**config.mk**
```make
export PLATFORM = sky130hd
export DESIGN_NAME = decoder_flat
export DESIGN_NICKNAME = d
export VERILOG_FILES = /design/src/rtl/decoder_if.sv /design/src/rtl/decoder.sv /design/src/flat_wrapper.sv
export SDC_FILE = /design/constraint.sdc
export NUM_CORES = 1
export LEC_CHECK = 0
export ABC_AREA = 1
export BUFFER_PORTS_ARGS = -buffer_cell sky130_fd_sc_hd__buf_4
export CAP_MARGIN = 20
export CELL_PAD_IN_SITES_DETAIL_PLACEMENT = 1
export CELL_PAD_IN_SITES_GLOBAL_PLACEMENT = 1
export CORE_ASPECT_RATIO = 1.75
export CORE_MARGIN = 2
export CORE_UTILIZATION = 38
export DETAILED_ROUTE_END_ITERATION = 6
export HOLD_SLACK_MARGIN = 0.05
export PLACE_DENSITY_LB_ADDON = 0.08
export SYNTH_ARGS = -nofsm -noshare
export SYNTH_HDL_FRONTEND = slang
export SYNTH_SLANG_ARGS = --single-unit
```
**constraint.sdc**
```tcl
create_clock -name clk -period 1.2 [get_ports clk]
set_input_delay 0.24 -clock clk [delete_from_list [all_inputs] [get_ports clk]]
set_output_delay 0.24 -clock clk [all_outputs]
set_load 0.005 [all_outputs]
```
**src/rtl/decoder_if.sv**
```systemverilog
// Fetch-to-decode-to-ALU pipeline bundle for the RV32I decode stage.
// Handshake: i_ce marks a valid instruction on i_pc/i_instr; while i_stall is high the stage
// accepts nothing and holds every registered output; o_ce marks o_* valid for the ALU stage.
interface decoder_if;
  logic [31:0] i_pc;
  logic [31:0] i_instr;
  logic        i_ce;
  logic        i_stall;
  logic        i_flush;
  logic [4:0]  o_rs1_addr;
  logic [4:0]  o_rs2_addr;
  logic [31:0] o_pc;
  logic [4:0]  o_rs1_addr_q;
  logic [4:0]  o_rs2_addr_q;
  logic [4:0]  o_rd_addr;
  logic [31:0] o_imm;
  logic [2:0]  o_funct3;
  logic [13:0] o_alu_op;
  logic [10:0] o_opcode;
  logic [3:0]  o_exception;
  logic        o_ce;
  logic        o_stall;
  logic        o_flush;

  modport master (
    output i_pc, i_instr, i_ce, i_stall, i_flush,
    input  o_rs1_addr, o_rs2_addr, o_pc, o_rs1_addr_q, o_rs2_addr_q, o_rd_addr, o_imm,
           o_funct3, o_alu_op, o_opcode, o_exception, o_ce, o_stall, o_flush
  );

  modport slave (
    input  i_pc, i_instr, i_ce, i_stall, i_flush,
    output o_rs1_addr, o_rs2_addr, o_pc, o_rs1_addr_q, o_rs2_addr_q, o_rd_addr, o_imm,
           o_funct3, o_alu_op, o_opcode, o_exception, o_ce, o_stall, o_flush
  );
endinterface

```
**src/rtl/decoder.sv**
```systemverilog
// RV32I decode stage: splits the fetched instruction into fields, immediate, one-hot ALU op and
// opcode class, flags illegal/system instructions, and registers the result for the ALU stage.
module decoder (
  input logic      clk,
  input logic      rstn,
  decoder_if.slave bus
);
  localparam logic [6:0] OPC_RTYPE  = 7'b0110011;
  localparam logic [6:0] OPC_ITYPE  = 7'b0010011;
  localparam logic [6:0] OPC_LOAD   = 7'b0000011;
  localparam logic [6:0] OPC_STORE  = 7'b0100011;
  localparam logic [6:0] OPC_BRANCH = 7'b1100011;
  localparam logic [6:0] OPC_JAL    = 7'b1101111;
  localparam logic [6:0] OPC_JALR   = 7'b1100111;
  localparam logic [6:0] OPC_LUI    = 7'b0110111;
  localparam logic [6:0] OPC_AUIPC  = 7'b0010111;
  localparam logic [6:0] OPC_SYSTEM = 7'b1110011;
  localparam logic [6:0] OPC_FENCE  = 7'b0001111;

  localparam logic [31:0] INSTR_ECALL  = 32'h0000_0073;
  localparam logic [31:0] INSTR_EBREAK = 32'h0010_0073;
  localparam logic [31:0] INSTR_MRET   = 32'h3020_0073;

  localparam int A_ADD = 0, A_SUB = 1, A_SLT = 2, A_SLTU = 3, A_XOR = 4, A_OR = 5, A_AND = 6;
  localparam int A_SLL = 7, A_SRL = 8, A_SRA = 9, A_EQ = 10, A_NEQ = 11, A_GE = 12, A_GEU = 13;

  localparam int C_RTYPE = 0, C_ITYPE = 1, C_LOAD = 2, C_STORE = 3, C_BRANCH = 4, C_JAL = 5;
  localparam int C_JALR = 6, C_LUI = 7, C_AUIPC = 8, C_SYSTEM = 9, C_FENCE = 10;

  logic [31:0] instr;
  logic [2:0]  funct3;
  logic [6:0]  funct7;
  logic [31:0] imm_i, imm_s, imm_b, imm_u, imm_j;
  logic [10:0] opcode_d;
  logic [13:0] alu_d;
  logic [31:0] imm_d;
  logic [3:0]  exc_d;
  logic        legal;

  assign instr  = bus.i_instr;
  assign funct3 = instr[14:12];
  assign funct7 = instr[31:25];

  assign imm_i = {{20{instr[31]}}, instr[31:20]};
  assign imm_s = {{20{instr[31]}}, instr[31:25], instr[11:7]};
  assign imm_b = {{19{instr[31]}}, instr[31], instr[7], instr[30:25], instr[11:8], 1'b0};
  assign imm_u = {instr[31:12], 12'b0};
  assign imm_j = {{11{instr[31]}}, instr[31], instr[19:12], instr[20], instr[30:21], 1'b0};

  // alt selects SUB/SRA; sub_ok is low for ITYPE where funct7 does not exist for ADDI.
  function automatic logic [13:0] arith_op(input logic [2:0] f3, input logic alt,
                                           input logic sub_ok);
    logic [13:0] r;
    r = '0;
    case (f3)
      3'b000:  r[(alt && sub_ok) ? A_SUB : A_ADD] = 1'b1;
      3'b001:  r[A_SLL]  = 1'b1;
      3'b010:  r[A_SLT]  = 1'b1;
      3'b011:  r[A_SLTU] = 1'b1;
      3'b100:  r[A_XOR]  = 1'b1;
      3'b101:  r[alt ? A_SRA : A_SRL] = 1'b1;
      3'b110:  r[A_OR]   = 1'b1;
      default: r[A_AND]  = 1'b1;
    endcase
    return r;
  endfunction

  always_comb begin
    opcode_d = '0;
    alu_d    = '0;
    imm_d    = '0;
    exc_d    = '0;
    legal    = 1'b0;
    alu_d[A_ADD] = 1'b1;
    case (instr[6:0])
      OPC_RTYPE: begin
        opcode_d[C_RTYPE] = 1'b1;
        legal = (funct7 == 7'b0000000) ||
                (funct7 == 7'b0100000 && (funct3 == 3'b000 || funct3 == 3'b101));
        alu_d = arith_op(funct3, funct7[5], 1'b1);
      end
      OPC_ITYPE: begin
        opcode_d[C_ITYPE] = 1'b1;
        if (funct3 == 3'b001)      legal = (funct7 == 7'b0000000);
        else if (funct3 == 3'b101) legal = (funct7 == 7'b0000000) || (funct7 == 7'b0100000);
        else                       legal = 1'b1;
        alu_d = arith_op(funct3, funct7[5], 1'b0);
        imm_d = imm_i;
      end
      OPC_LOAD: begin
        opcode_d[C_LOAD] = 1'b1;
        legal = (funct3 != 3'b011) && (funct3[2:1] != 2'b11);
        imm_d = imm_i;
      end
      OPC_STORE: begin
        opcode_d[C_STORE] = 1'b1;
        legal = (funct3 <= 3'b010);
        imm_d = imm_s;
      end
      OPC_BRANCH: begin
        opcode_d[C_BRANCH] = 1'b1;
        legal = (funct3[2:1] != 2'b01);
        alu_d = '0;
        case (funct3)
          3'b000:  alu_d[A_EQ]   = 1'b1;
          3'b001:  alu_d[A_NEQ]  = 1'b1;
          3'b100:  alu_d[A_SLT]  = 1'b1;
          3'b101:  alu_d[A_GE]   = 1'b1;
          3'b110:  alu_d[A_SLTU] = 1'b1;
          default: alu_d[A_GEU]  = 1'b1;
        endcase
        imm_d = imm_b;
      end
      OPC_JAL: begin
        opcode_d[C_JAL] = 1'b1;
        legal = 1'b1;
        imm_d = imm_j;
      end
      OPC_JALR: begin
        opcode_d[C_JALR] = 1'b1;
        legal = (funct3 == 3'b000);
        imm_d = imm_i;
      end
      OPC_LUI: begin
        opcode_d[C_LUI] = 1'b1;
        legal = 1'b1;
        imm_d = imm_u;
      end
      OPC_AUIPC: begin
        opcode_d[C_AUIPC] = 1'b1;
        legal = 1'b1;
        imm_d = imm_u;
      end
      OPC_SYSTEM: begin
        opcode_d[C_SYSTEM] = 1'b1;
        exc_d[1] = (instr == INSTR_ECALL);
        exc_d[2] = (instr == INSTR_EBREAK);
        exc_d[3] = (instr == INSTR_MRET);
        legal = |exc_d[3:1];
      end
      OPC_FENCE: begin
        opcode_d[C_FENCE] = 1'b1;
        legal = 1'b1;
      end
      default: legal = 1'b0;
    endcase
    // Illegal words carry only the illegal flag so nothing downstream acts on stale decode.
    if (!legal) begin
      opcode_d = '0;
      alu_d    = '0;
      imm_d    = '0;
      exc_d    = 4'b0001;
    end
  end

  assign bus.o_rs1_addr = instr[19:15];
  assign bus.o_rs2_addr = instr[24:20];
  assign bus.o_stall    = bus.i_stall & bus.o_ce;
  assign bus.o_flush    = bus.i_flush;

  always_ff @(posedge clk or negedge rstn) begin
    if (!rstn) begin
      bus.o_pc         <= '0;
      bus.o_rs1_addr_q <= '0;
      bus.o_rs2_addr_q <= '0;
      bus.o_rd_addr    <= '0;
      bus.o_imm        <= '0;
      bus.o_funct3     <= '0;
      bus.o_alu_op     <= '0;
      bus.o_opcode     <= '0;
      bus.o_exception  <= '0;
      bus.o_ce         <= 1'b0;
    end else begin
      if (bus.i_ce && !bus.i_stall) begin
        bus.o_pc         <= bus.i_pc;
        bus.o_rs1_addr_q <= instr[19:15];
        bus.o_rs2_addr_q <= instr[24:20];
        bus.o_rd_addr    <= instr[11:7];
        bus.o_imm        <= imm_d;
        bus.o_funct3     <= funct3;
        bus.o_alu_op     <= alu_d;
        bus.o_opcode     <= opcode_d;
        bus.o_exception  <= exc_d;
      end
      // A pending flush survives a stall and squashes on the first free cycle.
      if (!bus.i_stall) bus.o_ce <= bus.i_flush ? 1'b0 : bus.i_ce;
    end
  end
endmodule

```
**src/flat_wrapper.sv**
```systemverilog
// flat-port wrapper written by rule: the top's interface ports become plain ports
module decoder_flat 
  (clk, rstn, bus_i_pc, bus_i_instr, bus_i_ce, bus_i_stall, bus_i_flush, bus_o_rs1_addr, bus_o_rs2_addr, bus_o_pc, bus_o_rs1_addr_q, bus_o_rs2_addr_q, bus_o_rd_addr, bus_o_imm, bus_o_funct3, bus_o_alu_op, bus_o_opcode, bus_o_exception, bus_o_ce, bus_o_stall, bus_o_flush);
  decoder_if bus_i ();
  input logic clk;
  input logic rstn;
  input wire logic [$bits(bus_i.i_pc)-1:0] bus_i_pc;
  input wire logic [$bits(bus_i.i_instr)-1:0] bus_i_instr;
  input wire logic [$bits(bus_i.i_ce)-1:0] bus_i_ce;
  input wire logic [$bits(bus_i.i_stall)-1:0] bus_i_stall;
  input wire logic [$bits(bus_i.i_flush)-1:0] bus_i_flush;
  output wire logic [$bits(bus_i.o_rs1_addr)-1:0] bus_o_rs1_addr;
  output wire logic [$bits(bus_i.o_rs2_addr)-1:0] bus_o_rs2_addr;
  output wire logic [$bits(bus_i.o_pc)-1:0] bus_o_pc;
  output wire logic [$bits(bus_i.o_rs1_addr_q)-1:0] bus_o_rs1_addr_q;
  output wire logic [$bits(bus_i.o_rs2_addr_q)-1:0] bus_o_rs2_addr_q;
  output wire logic [$bits(bus_i.o_rd_addr)-1:0] bus_o_rd_addr;
  output wire logic [$bits(bus_i.o_imm)-1:0] bus_o_imm;
  output wire logic [$bits(bus_i.o_funct3)-1:0] bus_o_funct3;
  output wire logic [$bits(bus_i.o_alu_op)-1:0] bus_o_alu_op;
  output wire logic [$bits(bus_i.o_opcode)-1:0] bus_o_opcode;
  output wire logic [$bits(bus_i.o_exception)-1:0] bus_o_exception;
  output wire logic [$bits(bus_i.o_ce)-1:0] bus_o_ce;
  output wire logic [$bits(bus_i.o_stall)-1:0] bus_o_stall;
  output wire logic [$bits(bus_i.o_flush)-1:0] bus_o_flush;
  assign bus_i.i_pc = bus_i_pc;
  assign bus_i.i_instr = bus_i_instr;
  assign bus_i.i_ce = bus_i_ce;
  assign bus_i.i_stall = bus_i_stall;
  assign bus_i.i_flush = bus_i_flush;
  assign bus_o_rs1_addr = bus_i.o_rs1_addr;
  assign bus_o_rs2_addr = bus_i.o_rs2_addr;
  assign bus_o_pc = bus_i.o_pc;
  assign bus_o_rs1_addr_q = bus_i.o_rs1_addr_q;
  assign bus_o_rs2_addr_q = bus_i.o_rs2_addr_q;
  assign bus_o_rd_addr = bus_i.o_rd_addr;
  assign bus_o_imm = bus_i.o_imm;
  assign bus_o_funct3 = bus_i.o_funct3;
  assign bus_o_alu_op = bus_i.o_alu_op;
  assign bus_o_opcode = bus_i.o_opcode;
  assign bus_o_exception = bus_i.o_exception;
  assign bus_o_ce = bus_i.o_ce;
  assign bus_o_stall = bus_i.o_stall;
  assign bus_o_flush = bus_i.o_flush;
  decoder u_core (.clk(clk), .rstn(rstn), .bus(bus_i));
endmodule
```
==> results.sh <==
export IMPL_min_path_type="input port to register"
export IMPL_synth_edf_count=0
export IMPL_slew_headroom_pct=73.8
export IMPL_cts_root_buf="clkbuf_16"
export IMPL_start_util_pct=38.6
export IMPL_syn_to_final_growth_pct=67.3
export IMPL_clk_pin_slew_ns=0.08
export IMPL_hold_viol=0
export IMPL_yosys_warnings=0
export IMPL_tightest_slew_ns=0.389
export IMPL_maxUsedRoutingLayer="met4"
export IMPL_power_density_nw_per_um2=967
export IMPL_dieArea_um2=15500
export IMPL_end_kind="register"
export IMPL_dp_cells=1160
export IMPL_vdd_ir_drop_max_v=0.000592
export IMPL_crit_end="u_core.bus.o_alu_op[7]"
export IMPL_reg2reg_depth=7
export IMPL_vias=6271
export IMPL_coreArea_um2=14200
export IMPL_pwr_share_clk_pct=33.0
export IMPL_crit_path_max_fanout=8
export IMPL_setup_viol_count_final=48
export IMPL_drtIter0Drc=300
export IMPL_pwr_share_comb_pct=20.4
export IMPL_fp_dieH_um=163
export IMPL_power_switching_mw=2.57
export IMPL_clock_skew_ns=0
export IMPL_worstReg2RegEnd="u_core.bus.o_ce"
export IMPL_fillers=1700
export IMPL_ys_types=26
export IMPL_cts_tree="done"
export IMPL_viasPerCell=5.21
export IMPL_crit_type="input port to register"
export IMPL_p_seq_share_pct=46.5
export IMPL_clock_sinks=112
export IMPL_pre_cts_ws_ns=-0.605
export IMPL_async_flop_share_pct=100
export IMPL_synth_seq_area_share_pct=51.0
export IMPL_required_ns=1.49
export IMPL_gp_congestion=0.897
export IMPL_ctsHtreeMaxLevel=3
export IMPL_intPower_mw=6.31
export IMPL_leakage_nw=4.86
export IMPL_yosys_most_used_dff="dfrtp_1"
export IMPL_postSynthAreaPerCell_um2=7.47
export IMPL_hp_start="bus_i_pc[2]"
export IMPL_syn_inst=735
export IMPL_die_x_um=94.9
export IMPL_p_total_mw=8.88
export IMPL_clk_latency_ns=0.35
export IMPL_fin_crit_sh_pct=115
export IMPL_final_cells=1204
export IMPL_routed_wl_um=24700
export IMPL_startpoint="bus_i_instr[17]"
export IMPL_firstDrtPassIters=5
export IMPL_ios=193
export IMPL_maxCapViolCount=0
export IMPL_clock_path_buffers=2
export IMPL_status="finished, violations left"
export IMPL_rows=58
export IMPL_wl_met1_um=8920
export IMPL_antenna_found_initial=1
export IMPL_r2r_start="u_core.bus.o_ce"
export IMPL_utilization_pct=64.6
export IMPL_startpoint_type="input port"
export IMPL_holdWs_ns=0.0781
export IMPL_wl_met2_um=13200
export IMPL_ys_ff_latch=112
export IMPL_grt_total_usage_pct=26.6
export IMPL_fmax_mhz=722
export IMPL_syn_num_nets=804
export IMPL_grt_pass1_wl_um=31900
export IMPL_grt_start_max_net_pins=55
export IMPL_switching_share_pct=29.0
export IMPL_drv_slew=0
export IMPL_synth_area_um2=5490
export IMPL_drc_errors=0
export IMPL_fin_ws_ns=-0.186
export IMPL_drive_gt1_share_pct=47.3
export IMPL_violations="negative setup slack"
export IMPL_layout_nets=1088
export IMPL_grt_remaining_overflow=0
export IMPL_mostFrequentLayoutCells="nand2_1 (272), buf_4 (272), dfrtp_1 (112), nor2_1 (52), inv_1 (34)"
export IMPL_rsz0062_at_grt="yes"
export IMPL_dr_wl_met3_um=1360
export IMPL_drt_wirelength_per_cell_um=20.5
export IMPL_grt_pass1_vias=6219
export IMPL_worstPathArrival_ns=1.67
export IMPL_ant_nets=0
export IMPL_cts_made_buffers=9
export IMPL_hpwl_um=15300
export IMPL_period_needed_ns=1.39
export IMPL_rrSetupSlack_ns=-0.05
export IMPL_io_buffers=192
power by group through the flow:
stage                     sequential [mW]  combinational [mW]  clock (mW)
after floorplan                      4.20               0.479           0
after CTS                            4.13                1.57        2.96
after detailed placement             4.20                1.51           0
after global routing                 4.16                1.95        3.12
final                                4.13                1.82        2.93
after global placement               4.19                1.45           0
how the worst min path moves through the flow:
stage | end | slack, ns | cells after the start
after floorplan | u_core.bus.o_alu_op[0] | -0.06 | 0
after global placement | u_core.bus.o_opcode[4] | 0.09 | 1
after detailed placement | u_core.bus.o_opcode[4] | 0.09 | 1
after CTS | u_core.bus.o_pc[2] | 0.08 | 3
after global routing | u_core.bus.o_pc[17] | 0.08 | 3
final | u_core.bus.o_pc[2] | 0.08 | 3
cell families after synthesis:
| kind of cell | after synthesis | synth area share, % |
|---|---|---|
| AOI/OAI and AO/OA | 57 | 5.54 |
| buffers and inverters | 93 | 7.95 |
| DFF | 112 | 51.0 |
| and+or+nand+nor | 473 | 35.5 |
sequential cells by signal, summed over array words and instances, names as in the netlist:
signal,count
u_core.bus.o_imm,32
u_core.bus.o_pc,32
u_core.bus.o_alu_op,14
u_core.bus.o_opcode,11
u_core.bus.o_rd_addr,5
u_core.bus.o_rs1_addr_q,5
u_core.bus.o_rs2_addr_q,5
u_core.bus.o_exception,4
u_core.bus.o_funct3,3
u_core.bus.o_ce,1
routing by layer:
| layer | track usage, % | vias up |
|---|---|---|
| li1 | - | 2831 |
| met1 | 30.5 | 3095 |
| met2 | 49.2 | 271 |
| met3 | 4.15 | 74 |
| met4 | 9.35 | 0 |
| met5 | 0 | - |
layout make-up:
| type | count | area (um2) | area share, % |
|---|---|---|---|
| Clock inverter | 6 | 53.8 | 0.586 |
| Tap cell | 180 | 225 | 2.45 |
| Timing Repair Buffer | 312 | 2650 | 28.8 |
| Antenna cell | 1 | 2.50 | 0.0272 |
| Multi-Input combinational cell | 533 | 3010 | 32.8 |
| Inverter | 51 | 218 | 2.37 |
| Clock buffer | 9 | 225 | 2.45 |
| Sequential cell | 112 | 2800 | 30.5 |
critical path, stage by stage:
cell	delay, ns
buf_4	0.12
nor2_2	0.17
nand2_2	0.13
nor2_2	0.15
nand2_1	0.10
a21oi_2	0.22
nor2_4	0.07
nand2_8	0.13
buf_12	0.17
nand3_2	0.07
nand2_1	0.09
synth_stat cells, types with 4 or more instances:
| library cell | n | area [um2] |
|---|---|---|
| buf_4 | 13 | 97.6 |
| and2_1 | 6 | 37.5 |
| buf_6 | 5 | 56.3 |
| o31ai_1 | 4 | 30.0 |
| buf_1 | 4 | 15.0 |
| o21ai_0 | 46 | 230 |
| dfrtp_1 | 112 | 2800 |
| a21oi_1 | 4 | 20.0 |
| clkbuf_1 | 19 | 71.3 |
| nand2_2 | 7 | 43.8 |
| inv_2 | 9 | 33.8 |
| nand3_1 | 37 | 185 |
| nand2_1 | 312 | 1170 |
| nor2_1 | 86 | 323 |
| nor3_1 | 5 | 25.0 |
| nor2_2 | 6 | 37.5 |
| inv_1 | 41 | 154 |
| nand4_1 | 5 | 31.3 |
through the flow:
stage	setup TNS [ns]	cell area [um2]
finish	-7.01	9190
global route	-9.05	9190
CTS	-0.742	8290
detailed placement	-26.71	7780
global placement	-23.21	7780
floorplan	-5.44	5550
repair_timing:
action | in CTS | in global routing
hold buffers | 1 | 0
setup endpoints to repair | 48 | 50
pin swaps | 5 | 63
gates cloned | 0 | 7
resized for setup | 50 | 173
hold endpoints to repair | 112 | 0
setup buffers | 7 | 15
(Power assumes the default switching activity.)
